File: config.mk
export PLATFORM = sky130hd
export DESIGN_NAME = bsn_unloader
export DESIGN_NICKNAME = d
export VERILOG_FILES = /design/src/rtl/bsn_unloader.sv
export SDC_FILE = /design/constraint.sdc
export NUM_CORES = 1
export LEC_CHECK = 0
export BUFFER_PORTS_ARGS = -buffer_cell sky130_fd_sc_hd__buf_2
export CAP_MARGIN = 20
export CORE_ASPECT_RATIO = 0.7
export CORE_MARGIN = 2
export CORE_UTILIZATION = 40
export CTS_CLUSTER_SIZE = 28
export DETAILED_ROUTE_END_ITERATION = 8
export HOLD_SLACK_MARGIN = 0.06
export SETUP_SLACK_MARGIN = 0.1
export SYNTH_ARGS = -nofsm -noshare
export SYNTH_HDL_FRONTEND = slang
export SYNTH_SLANG_ARGS = --single-unit
File: constraint.sdc
create_clock -name clk -period 2.4 [get_ports clk]
set_clock_uncertainty 0.2 [all_clocks]
set_input_delay 0.48 -clock clk [delete_from_list [all_inputs] [get_ports clk]]
set_output_delay 0.48 -clock clk [all_outputs]
set_load 0.01 [all_outputs]
File: src/rtl/bsn_unloader.sv
// bsn_unloader
// Turns one packed vector of N_INPUTS sorted words (for example the flat output
// bus of a bitonic sorting network) into a flow-controlled word stream.
//
// Handshakes: both sides use strict valid/ready. A transfer happens on a rising
// edge where valid and ready are both high (and, on the output side, en is high).
// Once a producer raises valid, its payload must be held until that transfer.
// This block never drops out_valid or changes out_data/out_idx/out_last while a
// word is waiting for out_ready.
//
// Ports:
//   clk, rst   single clock, synchronous active-high reset
//   en         global enable; low freezes every register and forces in_ready low
//   data_in    packed vector, word k = data_in[k*DATA_WIDTH +: DATA_WIDTH]
//   dir        emission order captured with the vector (1: word 0 first)
//   in_valid / in_ready   vector handshake
//   out_data / out_idx / out_last / out_valid / out_ready   word stream
module bsn_unloader #(
  parameter  int DATA_WIDTH = 32,
  parameter  int N_INPUTS   = 8,
  localparam int IDX_W      = $clog2(N_INPUTS)
) (
  input  logic                           clk,
  input  logic                           rst,
  input  logic                           en,
  input  logic [DATA_WIDTH*N_INPUTS-1:0] data_in,
  input  logic                           dir,
  input  logic                           in_valid,
  output logic                           in_ready,
  output logic [DATA_WIDTH-1:0]          out_data,
  output logic [IDX_W-1:0]               out_idx,
  output logic                           out_last,
  output logic                           out_valid,
  input  logic                           out_ready
);

  typedef enum logic {
    IDLE = 1'b0,
    EMIT = 1'b1
  } state_t;

  localparam logic [IDX_W-1:0] LAST_IDX = IDX_W'(N_INPUTS - 1);

  state_t                         state_q, state_d;
  logic [DATA_WIDTH*N_INPUTS-1:0] vec_q;
  logic                           dir_q;
  logic [IDX_W-1:0]               cnt, cnt_d;
  logic                           load;
  logic                           accept;
  logic                           xfer;

  // Outputs come straight from registers, so the last word of a vector is
  // still presented correctly in the cycle a new vector is being loaded.
  assign out_idx   = dir_q ? cnt : (LAST_IDX - cnt);
  assign out_data  = vec_q[out_idx*DATA_WIDTH +: DATA_WIDTH];
  assign out_last  = (cnt == LAST_IDX);
  assign out_valid = (state_q == EMIT);

  // The second term lets a new vector replace the current one in the same
  // cycle its final word leaves, so consecutive vectors stream without a gap.
  assign in_ready = en & ~rst & ((state_q == IDLE) | (out_last & out_ready));

  assign accept = in_valid & in_ready;
  assign xfer   = out_valid & out_ready & en;

  always_comb begin
    state_d = state_q;
    cnt_d   = cnt;
    load    = 1'b0;
    if (accept) begin
      load    = 1'b1;
      cnt_d   = '0;
      state_d = EMIT;
    end else if (xfer) begin
      // N_INPUTS is a power of two, so the counter wraps to 0 on the last word
      // and is already clean for the next vector.
      cnt_d = cnt + 1'b1;
      if (out_last) begin
        state_d = IDLE;
      end
    end
  end

  always_ff @(posedge clk) begin
    if (rst) begin
      state_q <= IDLE;
      cnt     <= '0;
      vec_q   <= '0;
      dir_q   <= 1'b1;
    end else if (en) begin
      state_q <= state_d;
      cnt     <= cnt_d;
      if (load) begin
        vec_q <= data_in;
        dir_q <= dir;
      end
    end
  end

endmodule

==> results of run 1 <==
## worst register-to-register path, delay by kind of cell (launching register included)
kind | cells | cell delay [ns]
adder cells (fa/ha/maj) | 2 | 0.28
AND/OR/NAND/NOR | 2 | 0.54
buffers and inverters | 6 | 0.92
flip-flops | 1 | 0.40
AO/OA/AOI/OAI | 2 | 0.12
## layout make-up
class / instances / area, um^2
clock buffers: 38 / 810
flip-flops and latches: 261 / 5240
well taps: 435 / 544
inverters: 1 / 3.75
repair buffers: 761 / 7490
clock inverters: 9 / 151
fillers: 2391 / 10000
multi-input cells: 1327 / 9000
## registers in the layout, indices dropped and copies added (netlist names)
signal     cells
vec_q        256
cnt            3
dir_q          1
out_valid      1
## logic make-up (layout without fill, tap and decap cells)
logic type,Yosys count,after routing
multiplexers,106,106
buffers and inverters,165,809
adder cells (fa/ha/maj),2,2
AND/OR/NAND/NOR,673,677
flip-flops,261,261
XOR/XNOR,2,2
AO/OA/AOI/OAI,540,540
## how the worst max path moves through the flow
stage | slack (ns) | depth (start not counted) | to | startpoint
finish | -0.57 | 8 | out_data[10] | cnt[0]
global route | -0.62 | 8 | out_data[10] | cnt[0]
CTS | -0.56 | 8 | out_data[30] | cnt[0]
detailed placement | -0.21 | 7 | out_data[2] | cnt[1]
global placement | -0.18 | 6 | out_data[4] | cnt[1]
floorplan | 0.28 | 6 | out_data[10] | cnt[0]
## power by group
part / leakage (nW) / total, mW / internal (mW) / switching (mW)
logic: 6.09 / 2.34 / 1.24 / 1.10
registers: 2.12 / 4.63 / 4.47 / 0.158
clock network: 0.476 / 4.66 / 2.77 / 1.89
total: 8.69 / 11.6 / 8.49 / 3.15
## what timing repair did
| action | CTS | global route |
|---|---|---|
| hold endpoints to repair | 257 | 0 |
| pin swaps | 31 | 232 |
| gates resized for setup | 136 | 444 |
| setup endpoints to repair | 296 | 298 |
| setup buffers | 29 | 25 |
| hold buffers | 257 | 0 |
| cloned | 28 | 33 |
## placed cells by master, fill, tap and decap left out, types with 51 or more instances in the layout
cell type	netlist	layout
sky130_fd_sc_hd__a21oi_2	0	127
sky130_fd_sc_hd__clkbuf_16	0	52
sky130_fd_sc_hd__dlygate4sd3_1	0	257
sky130_fd_sc_hd__buf_2	51	294
sky130_fd_sc_hd__nand2_1	649	486
sky130_fd_sc_hd__mux2i_1	106	99
sky130_fd_sc_hd__buf_12	0	57
sky130_fd_sc_hd__a22o_1	128	128
sky130_fd_sc_hd__nand2_4	0	112
sky130_fd_sc_hd__a21oi_1	312	185
sky130_fd_sc_hd__buf_4	17	60
sky130_fd_sc_hd__nand2_2	0	51
sky130_fd_sc_hd__dfxtp_1	261	257
## per-layer routing
metal  vias up  global-route usage (%)
met2       808                    54.4
li1       7367                       -
met1      7802                    35.8
met4         0                    12.1
met5         -                       0
met3       227                    4.14
==> impl_summary.log, run 1 <==
[metrics] layout overhead on the synthesized area: 72.9%
[metrics] count of port buffers added during placement: 299
[metrics] Most used DFF post-synth: sky130_fd_sc_hd__dfxtp_1
[metrics] post-synthesis mux area share: 7.90%
[metrics] crit path kind: reg -> out
[metrics] Antenna diodes: 0
[metrics] data required time of the worst path: 1.72 ns
[metrics] final design utilization: 69.8%
[metrics] die span in y: 157 um
[metrics] maximum VDD drop: 437 uV
[metrics] Mapped Avg Cell Area: 7.68 um^2
[metrics] Critical R2R Capture: vec_q[253]
[metrics] setup slack of the most critical reg-to-reg path: -0.23 ns
[metrics] delay-heaviest family, CP: buffers and inverters
[metrics] Final Wtd Congestion: 0.889
[metrics] initial antenna violation count: 0
[metrics] number of synthesized flops with an enable pin: 0
[metrics] per-cell via count in the routed design: 5.72
[metrics] part of the cycle the worst path needs: 124%
[metrics] portion of the post-synthesis area used by sequential elements: 38.9%
[metrics] cell chain of the critical path: buf_12 > nor2_8 > buf_12 > buf_12 > nand2_2 > a22o_1 > a22oi_2 > buf_2
[metrics] Finished Cell Area: 23,200 um^2
[metrics] slew at the pin closest to its max-slew limit: 0.868 ns
[metrics] violated checks: negative setup slack
[metrics] Max transition margin: 42.2%
[metrics] class of the most critical hold timing path: in -> reg
[metrics] CTS tree: built
[metrics] number of placed instances, taps included: 2,422
[metrics] half-perimeter wire length after detailed placement: 32,200 um
[metrics] final-report hold violation count: 0
[metrics] site row count: 56
[metrics] Synth Area in Simple Gates: 19.5%
[metrics] setup violation total in the final timing report: 291
[metrics] DRC violation count after routing: 0
[metrics] number of search-and-repair iterations in the first detailed-routing pass: 7
[metrics] Net Count, Synth: 2,013
[metrics] via count of the first global-routing pass: 15,100
[metrics] number of sinks driven by the clock tree: 261
[metrics] wire length on met1: 23,800 um
[metrics] number of storage elements in the synthesis netlist: 261
[metrics] effective utilization at floorplan: 40.4%
[metrics] total power per unit cell area: 501 nW/um^2
[metrics] maximum number of pins on one net before global-route repair: 135
[metrics] post-layout instance count excluding filler cells: 2,832
[metrics] detail-routed net length per standard cell: 22.0 um
[metrics] pre-CTS setup slack: -0.213 ns
[metrics] number of warnings issued by yosys: 0
[metrics] Vias: 16,200
[metrics] CP Launch Type: flop
[metrics] adder-cell share of the synthesized area: 0.186%
[metrics] hold path depth: 3
[metrics] Max Freq: 336 MHz
[metrics] most frequent cell after synthesis: sky130_fd_sc_hd__nand2_1
[metrics] largest family of logic cells by synthesized area: compound AO/OA/AOI/OAI gates
[metrics] Die Area: 35,100 um^2
[metrics] cells on worst reg2reg path: 12
[metrics] Worst Hold Margin: 0.103 ns
[metrics] aggregate routed wire length: 62,300 um
[metrics] Tot Pwr: 11.6 mW
[metrics] crit path buf inv count: 4
[metrics] status: finished with violations
[metrics] Worst setup EP type: output pin
[metrics] met2 layer wire length in the routed design: 31,200 um
[metrics] Critical Path Slowest Stage Cell: sky130_fd_sc_hd__dfxtp_4
[metrics] number of DRC markers after the initial detailed-route iteration: 1,614
[metrics] clock transition at the registers of the reported paths: 0.06 ns
[metrics] area share of the largest cell type after synthesis: 38.9%
[metrics] cells taking the most area after synthesis: sky130_fd_sc_hd__dfxtp_1 39%, sky130_fd_sc_hd__nand2_1 18%, sky130_fd_sc_hd__a21oi_1 12%
[metrics] Mapped Cells: 1,749
[metrics] RSZ-0062 raised after global routing: true
[metrics] I/O pin count: 300
[metrics] final critical-path setup slack: -0.575 ns
[metrics] number of different library cells in the post-synthesis netlist: 33
[metrics] most repeated library cell on the critical path: sky130_fd_sc_hd__buf_12
[metrics] top layer used by detailed routing: met4
[metrics] wire length of the first global-routing pass: 82,200 um
[metrics] core region area: 33,300 um^2
[metrics] fraction of final layout cells with drive strength greater than 1: 38.3%
[metrics] final count of pins violating max slew: 0
[metrics] routed length on met3: 4110 um
[metrics] compound-gate portion of the synthesized area: 25.7%
[metrics] reported max-cap violation count: 0
[metrics] cell area reported after detailed placement: 15,800 um^2
[metrics] number of buffers on the longest clock path: 3
[metrics] clock insertion delay at the later pin of the skew report: 0.57 ns
[metrics] sum of negative setup slack: -44.18 ns
[metrics] GR Util All Layers: 30.0%
[metrics] signal arrival time at the worst endpoint: 2.29 ns
[metrics] Slowest Stage Delay on Critical Path: 0.38 ns
[metrics] post-route minimum period: 2.97 ns
[metrics] GR Overflow Total: 0
[metrics] DIE WIDTH: 223 um
[metrics] number of H-tree levels: 1
[metrics] total standard cell area after synthesis: 13,400 um^2
[metrics] post-layout net count: 2,644
[metrics] top cell types by occurrence after synthesis: 649 x sky130_fd_sc_hd__nand2_1, 312 x sky130_fd_sc_hd__a21oi_1, 261 x sky130_fd_sc_hd__dfxtp_1
[metrics] Hold EP: out_valid
[metrics] maximum fanout encountered on the critical timing path: 21
[metrics] final antenna-violating net count: 0
[metrics] clock root buffer: sky130_fd_sc_hd__clkbuf_16
[metrics] number of clock buffers inserted by TritonCTS: 28
[metrics] xor and xnor fraction of the mapped netlist area: 0.130%
[metrics] biggest area consumer among synthesized cells: sky130_fd_sc_hd__dfxtp_1
[metrics] share of synthesized registers carrying an async set or reset: 0%
[metrics] Critical R2R Launch: cnt[0]
[metrics] worst hold path startpoint: en
[metrics] leakage dissipation: 8.69 nW
Note: power is estimated with default switching activity, not from simulation.
==> inputs of run 2 (changes only) <==
Settings changed: SETUP_SLACK_MARGIN 0.1 to default.
==> run 2 against run 1 <==
Against the previous run:
- the flow still finishes with violations (negative setup slack)
- critical path depth is 1 lower
- sequential share of layout area is 0.39 points higher
- worst setup slack worse by 0.031 ns
- flip-flop and latch count stayed put
- cell area is 1.7% lower
- die area stayed put
- register-to-register slack better by 0.04 ns
- critical path type unchanged
==> impl_summary.log, run 2 (synthesis gave the netlist of run 1 again) <==
[metrics] Final Wtd Congestion: 0.889 (unchanged)
[metrics] count of port buffers added during placement: 299 (unchanged)
[metrics] class of the most critical hold timing path: in -> reg
[metrics] total power per unit cell area: 507 nW/um^2 (+1.1%)
[metrics] violated checks: negative setup slack
[metrics] post-layout net count: 2,641 (-0.11%)
[metrics] number of buffers on the longest clock path: 3 (unchanged)
[metrics] maximum VDD drop: 441 uV (+0.89%)
[metrics] part of the cycle the worst path needs: 125% (+1.3 points)
[metrics] largest registers: vec_q: 256 flops, cnt: 3 flops
[metrics] fraction of power consumed by combinational cells: 20.0% (about the same)
[metrics] GR Overflow Total: 0 (unchanged)
[metrics] half-perimeter wire length after detailed placement: 32,200 um (unchanged)
[metrics] crit path kind: reg -> out
[metrics] layout overhead on the synthesized area: 70.0%
[metrics] initial antenna violation count: 1 (+1)
[metrics] site row count: 56 (unchanged)
[metrics] aggregate routed wire length: 61,200 um (-1.7%)
[metrics] number of sinks driven by the clock tree: 261 (unchanged)
[metrics] per-cell via count in the routed design: 5.71 (-0.14%)
[metrics] Die Area: 35,100 um^2 (unchanged)
[metrics] die span in y: 157 um (unchanged)
[metrics] effective utilization at floorplan: 40.4% (unchanged)
[metrics] Worst setup EP type: output pin
[metrics] cell area reported after detailed placement: 15,800 um^2 (unchanged)
[metrics] RSZ-0062 raised after global routing: true
[metrics] CTS tree: built
[metrics] post-route minimum period: 3.01 ns (+0.0309 ns)
[metrics] setup violation total in the final timing report: 277 (-4.8%)
[metrics] final-report hold violation count: 0 (unchanged)
[metrics] data required time of the worst path: 1.72 ns (about the same)
[metrics] Most flops, register: vec_q
[metrics] internal power component: 8.45 mW (-0.47%)
[metrics] Vias: 16,200 (-0.21%)
[metrics] via count of the first global-routing pass: 14,400 (-4.5%)
[metrics] DRC violation count after routing: 0 (unchanged)
[metrics] Max Freq: 333 MHz (-1.0%)
[metrics] DIE WIDTH: 223 um (unchanged)
[metrics] number of H-tree levels: 1 (unchanged)
[metrics] reported max-cap violation count: 0 (unchanged)
[metrics] number of filler instances in the final layout: 2,494 (+4.3%)
[metrics] area of combinational cells with multiple inputs: 8810 um^2 (-2.0%)
[metrics] max FFs per register: 256 (unchanged)
[metrics] I/O pin count: 300 (unchanged)
[metrics] portion of total power attributed to sequential cells: 39.8% (about the same)
[metrics] Finished Cell Area: 22,800 um^2 (-1.7%)
[metrics] clock transition at the registers of the reported paths: 0.06 ns (about the same)
[metrics] wire length of the first global-routing pass: 76,200 um (-7.3%)
[metrics] number of search-and-repair iterations in the first detailed-routing pass: 7 (unchanged)
[metrics] number of DRC markers after the initial detailed-route iteration: 1,370 (-15%)
[metrics] clock root buffer: sky130_fd_sc_hd__clkbuf_16
[metrics] Max transition margin: 47.9% (+5.7 points)
[metrics] fraction of final layout cells with drive strength greater than 1: 36.8% (-1.5 points)
[metrics] leakage dissipation: 8.83 nW (+1.7%)
[metrics] maximum fanout encountered on the critical timing path: 21 (unchanged)
[metrics] GR Util All Layers: 27.4% (-2.6 points)
[metrics] signal arrival time at the worst endpoint: 2.33 ns (+0.04 ns)
[metrics] most used cells in the layout excluding fill and tap cells: 505 x sky130_fd_sc_hd__nand2_1, 294 x sky130_fd_sc_hd__buf_2, 257 x sky130_fd_sc_hd__dlygate4sd3_1, 257 x sky130_fd_sc_hd__dfxtp_1, 194 x sky130_fd_sc_hd__a21oi_1
[metrics] most common cell after layout, fill and taps aside: sky130_fd_sc_hd__nand2_1
[metrics] net switching power: 3.12 mW (-0.86%)
[metrics] final critical-path setup slack: -0.605 ns (-0.0309 ns)
[metrics] clock insertion delay at the later pin of the skew report: 0.57 ns (about the same)
[metrics] CP Launch Type: flop
[metrics] Sw Share: 27.0% (-0.077 points)
[metrics] number of clock buffers inserted by TritonCTS: 28 (unchanged)
[metrics] status: finished with violations
[metrics] final antenna-violating net count: 0 (unchanged)
[metrics] final count of pins violating max slew: 0 (unchanged)
[metrics] share of power burned in the clock network: 40.2% (about the same)
[metrics] core region area: 33,300 um^2 (unchanged)
[metrics] sequential cell area: 5240 um^2 (unchanged)
[metrics] detail-routed net length per standard cell: 21.6 um (-1.6%)
[metrics] pre-CTS setup slack: -0.213 ns (unchanged)
[metrics] slew at the pin closest to its max-slew limit: 0.782 ns (-0.0857 ns)
[metrics] maximum number of pins on one net before global-route repair: 135 (unchanged)
[run 2: cell types whose count changed in the layout (fill, tap and decap cells not counted), moves of 4 or more]
cell                        before  now
sky130_fd_sc_hd__buf_4          60   54
sky130_fd_sc_hd__buf_6          35   45
sky130_fd_sc_hd__a21oi_2       127  118
sky130_fd_sc_hd__clkbuf_16      52   61
sky130_fd_sc_hd__a21oi_1       185  194
sky130_fd_sc_hd__nand2_1       486  505
sky130_fd_sc_hd__mux2i_1        99  103
sky130_fd_sc_hd__nand2_4       112   96
sky130_fd_sc_hd__buf_16         29    9
[run 2: routing by layer]
layer	part of all wire (%)	vias to the layer above	GRT usage, %
met5	0	-	0
met4	4.4	0	9.17
met3	6.4	200	3.86
met2	50	772	50.0
met1	39	7851	33.2
li1	-	7347	-
[run 2: repair_timing]
action,CTS,global route
buffers inserted,12,33
gates cloned,5,55
endpoints found under the setup margin,293,231
pin swaps,20,174
hold buffers,257,0
resized for setup,86,425
hold endpoints to repair,257,0
[run 2: path summary, 6_finish.rpt]
| kind | startpoint | end | slack [ns] | depth (start not counted) |
|---|---|---|---|---|
| worst max-delay path | cnt[1] | out_data[5] | -0.61 | 7 |
| worst min-delay path | en | out_valid | 0.10 | 3 |
| worst max register to register | cnt[0] | vec_q[120] | -0.19 | 12 |
| worst min register to register | vec_q[194] | vec_q[194] | 0.26 | 2 |
[run 2: per-stage QoR]
step           TNS, ns  util, %  total power [mW]  std cells  hold WS [ns]
2_1_floorplan        0        -              5.43       1749         0.236
3_3_place_gp    -21.59     47.4              6.00       2422         0.250
3_5_place_dp    -36.05     47.4              6.02       2422         0.250
4_1_cts         -16.65     59.8              11.0       2743        0.0705
5_1_grt         -55.41     68.6              11.9       2830         0.102
6_report        -40.96     68.6              11.6       2830         0.100
[run 2: worst max-delay path, cell delays in order (launching register included)]
cell and delay [ns]:
sky130_fd_sc_hd__dfxtp_4 0.39, sky130_fd_sc_hd__buf_6 0.14, sky130_fd_sc_hd__nor2b_4 0.05, sky130_fd_sc_hd__buf_12 0.16, sky130_fd_sc_hd__a22o_1 0.19, sky130_fd_sc_hd__a222oi_1 0.44, sky130_fd_sc_hd__a22oi_1 0.20, sky130_fd_sc_hd__buf_2 0.18
[run 2: final cells by class]
type,count,area share [%]
repair buffers,757,31.9
clock inverters,9,0.663
well taps,435,2.38
flip-flops and latches,261,22.9
clock buffers,38,3.54
diodes,1,0.0110
multi-input cells,1328,38.6
inverters,1,0.0164
[run 2: power groups by stage]
stage          Clock [mW]  Sequential (mW)  Combinational [mW]
6_report             4.65             4.61                2.31
5_1_grt              4.86             4.62                2.42
4_1_cts              4.69             4.59                1.75
3_5_place_dp            0             4.69                1.33
3_3_place_gp            0             4.68                1.32
2_1_floorplan           0             4.65               0.780
==> inputs of run 3 (changes only) <==
Settings changed: GPL_ROUTABILITY_DRIVEN from default to 0, TNS_END_PERCENT from default to 50.
==> run 3 against run 2 <==
Against the previous run:
- the run still ends with negative setup slack left
- via count about the same
- worst setup slack better by 0.025 ns
- first-iteration DRC count up 13%
- critical path depth is 1 higher
- largest cell class unchanged
- hold slack worse by 0.013 ns
- maximum frequency rose by 0.83%
- clock power shrank 2%
- critical path type unchanged
- clock-buffer cell count decreased by 1
- largest power group is now sequential cells
- combinational power about the same
==> impl_summary.log, run 3 (synthesis gave the netlist of run 1 again) <==
[metrics] status: finished with violations
[metrics] violated checks: negative setup slack
[metrics] Critical Path Slowest Stage Cell: sky130_fd_sc_hd__dfxtp_4
[metrics] Slowest Stage Delay on Critical Path: 0.37 ns (-0.07 ns)
[metrics] half-perimeter wire length after detailed placement: 31,900 um (-0.80%)
[metrics] number of H-tree levels: 1 (unchanged)
[metrics] maximum fanout encountered on the critical timing path: 8 (-62%)
[metrics] number of placed instances, taps included: 2,413 (-0.37%)
[metrics] class of the most critical hold timing path: in -> reg
[metrics] core region area: 33,300 um^2 (unchanged)
[metrics] setup violation total in the final timing report: 295 (+6.5%)
[metrics] Critical R2R Capture: vec_q[48]
[metrics] net switching power: 3.14 mW (+0.62%)
[metrics] part of the cycle the worst path needs: 124% (-1.0 points)
[metrics] per-cell via count in the routed design: 5.75 (+0.56%)
[metrics] number of clock buffers inserted by TritonCTS: 27 (-3.6%)
[metrics] GR Util All Layers: 28.1% (+0.74 points)
[metrics] fraction of power consumed by combinational cells: 20.1% (about the same)
[metrics] slew at the pin closest to its max-slew limit: 0.932 ns (+0.150 ns)
[metrics] Max Freq: 335 MHz (+0.83%)
[metrics] I/O pin count: 300 (unchanged)
[metrics] CTS tree: built
[metrics] Worst setup EP type: output pin
[metrics] signal arrival time at the worst endpoint: 2.30 ns (-0.03 ns)
[metrics] post-route minimum period: 2.98 ns (-0.0248 ns)
[metrics] final critical-path setup slack: -0.581 ns (+0.0248 ns)
[metrics] DRC violation count after routing: 0 (unchanged)
[metrics] data required time of the worst path: 1.72 ns (about the same)
[metrics] initial antenna violation count: 2 (+1)
[metrics] count of port buffers added during placement: 299 (unchanged)
[metrics] final antenna-violating net count: 0 (unchanged)
[metrics] Most flops, register: vec_q
[metrics] max FFs per register: 256 (unchanged)
[metrics] leakage dissipation: 8.64 nW (-2.2%)
[metrics] final count of pins violating max slew: 0 (unchanged)
[metrics] clock transition at the registers of the reported paths: 0.06 ns (about the same)
[metrics] wire length of the first global-routing pass: 78,200 um (+2.6%)
[metrics] most common cell after layout, fill and taps aside: sky130_fd_sc_hd__nand2_1
[metrics] CP Launch Type: flop
[metrics] die span in y: 157 um (unchanged)
[metrics] post-layout net count: 2,622 (-0.72%)
[metrics] crit path buf inv count: 4 (+1)
[metrics] internal power component: 8.35 mW (-1.2%)
[metrics] final-report hold violation count: 0 (unchanged)
[metrics] effective utilization at floorplan: 40.4% (unchanged)
[metrics] portion of total power attributed to sequential cells: 40.1% (+0.3 points)
[metrics] aggregate routed wire length: 60,900 um (-0.53%)
[metrics] via count of the first global-routing pass: 14,700 (+2.4%)
[metrics] number of DRC markers after the initial detailed-route iteration: 1,552 (+13%)
[metrics] number of search-and-repair iterations in the first detailed-routing pass: 6 (-1)
[metrics] delay-heaviest family, CP: buffers and inverters
[metrics] number of sinks driven by the clock tree: 261 (unchanged)
[metrics] Vias: 16,200 (+0.062%)
[metrics] number of buffers on the longest clock path: 3 (unchanged)
[metrics] number of filler instances in the final layout: 2,525 (+1.2%)
[metrics] largest registers: vec_q: 256 flops, cnt: 3 flops
[metrics] maximum number of pins on one net before global-route repair: 137 (+1.5%)
[metrics] setup slack of the most critical reg-to-reg path: -0.22 ns (-0.03 ns)
[metrics] site row count: 56 (unchanged)
[metrics] Hold EP: out_valid
[metrics] GR Overflow Total: 0 (unchanged)
[metrics] most repeated library cell on the critical path: sky130_fd_sc_hd__buf_12
[metrics] clock insertion delay at the later pin of the skew report: 0.56 ns (about the same)
[metrics] crit path launch: cnt[1]
[metrics] RSZ-0062 raised after global routing: true
[metrics] Max transition margin: 37.8% (-10 points)
[metrics] cell chain of the critical path: buf_6 > nor2_8 > buf_12 > buf_12 > nand2_1 > a22o_1 > a22oi_2 > buf_2
[metrics] share of power burned in the clock network: 39.8% (-0.4 points)
[metrics] post-layout instance count excluding filler cells: 2,816 (-0.49%)
[metrics] final design utilization: 67.7% (-0.91 points)
[metrics] fraction of final layout cells with drive strength greater than 1: 35.9% (-0.86 points)
[metrics] worst hold path startpoint: en
[metrics] detail-routed net length per standard cell: 21.6 um (about the same)
[metrics] layout overhead on the synthesized area: 67.7%
[metrics] Sw Share: 27.3% (+0.37 points)
[metrics] hold path depth: 3 (unchanged)
[metrics] reported max-cap violation count: 0 (unchanged)
[metrics] DIE WIDTH: 223 um (unchanged)
[metrics] crit path kind: reg -> out
[metrics] maximum VDD drop: 441 uV (about the same)
[metrics] total power per unit cell area: 510 nW/um^2 (+0.59%)
[metrics] Critical R2R Launch: cnt[1]
[metrics] Die Area: 35,100 um^2 (unchanged)
[metrics] clock root buffer: sky130_fd_sc_hd__clkbuf_16
[metrics] most used cells in the layout excluding fill and tap cells: 543 x sky130_fd_sc_hd__nand2_1, 294 x sky130_fd_sc_hd__buf_2, 257 x sky130_fd_sc_hd__dlygate4sd3_1, 257 x sky130_fd_sc_hd__dfxtp_1, 187 x sky130_fd_sc_hd__a21oi_1
[metrics] cells on worst reg2reg path: 12 (unchanged)
==> run 3: changes by cell type in the layout (fill, tap and decap cells not counted), sizes merged <==
cell,before,now
buf,467,454
bufbuf,0,2
bufinv,4,3
clkbuf,71,65
clkinv,4,9
diode,1,2
or3,7,5
==> run 3: worst reg2reg max path, stage by stage (launching register included) <==
cell and delay [ns]:
sky130_fd_sc_hd__dfxtp_4 0.39, sky130_fd_sc_hd__buf_6 0.14, sky130_fd_sc_hd__buf_4 0.14, sky130_fd_sc_hd__ha_4 0.14, sky130_fd_sc_hd__ha_4 0.14, sky130_fd_sc_hd__a21boi_4 0.06
sky130_fd_sc_hd__buf_6 0.12, sky130_fd_sc_hd__nor3_4 0.42, sky130_fd_sc_hd__clkbuf_16 0.28, sky130_fd_sc_hd__buf_12 0.13, sky130_fd_sc_hd__buf_8 0.14, sky130_fd_sc_hd__nand2_1 0.09
sky130_fd_sc_hd__a21oi_1 0.14
==> run 3: worst max path at each step <==
stage | to | slack [ns] | cells after the start
after global placement | out_data[4] | -0.19 | 7
after detailed placement | out_data[4] | -0.19 | 7
after floorplan | out_data[10] | 0.28 | 6
after global routing | out_data[4] | -0.63 | 7
final | out_data[4] | -0.58 | 8
after CTS | out_data[7] | -0.54 | 7
==> run 3: layer usage <==
layer	wire, um	GRT usage, %
met5	0	0
met2	30400	50.7
met4	2830	11.2
met3	4090	4.22
met1	23500	33.7
==> run 3: stage by stage <==
step | power [mW] | hold WS (ns) | setup slack, ns | TNS [ns] | cell area [um^2]
after floorplan | 5.43 | 0.236 | 0.278 | 0 | 13400
after global placement | 5.97 | 0.249 | -0.191 | -6.07 | 15600
after detailed placement | 6.00 | 0.249 | -0.191 | -17.98 | 15600
after CTS | 11.0 | 0.0665 | -0.538 | -16.79 | 20100
after global routing | 11.8 | 0.0963 | -0.630 | -73.39 | 22500
final | 11.5 | 0.0872 | -0.581 | -46.33 | 22500
==> run 3: repair_timing <==
action                                  4_1_cts  5_1_grt
pin swaps                                    35      152
endpoints found under the setup margin      292      250
hold endpoints to repair                    257        0
gates cloned                                 14       39
resized for setup                           106      359
buffers inserted                             21       25
hold buffers                                257        0
==> run 3: layout make-up <==
cell class,instances,area (um^2),area share [%]
antenna,2,5.00,0.0222
clock buffer,37,805,3.57
clock inverter,13,148,0.655
inverter,1,3.75,0.0167
multi-input combinational,1326,8670,38.5
sequential,261,5240,23.2
tap,435,544,2.41
timing repair buffer,741,7120,31.6
==> run 3: power by group through the flow <==
stage,Clock [mW],Sequential (mW),Combinational (mW)
after floorplan,0,4.65,0.780
after global placement,0,4.68,1.29
after detailed placement,0,4.69,1.31
after CTS,4.57,4.59,1.84
after global routing,4.78,4.62,2.42
final,4.58,4.61,2.30
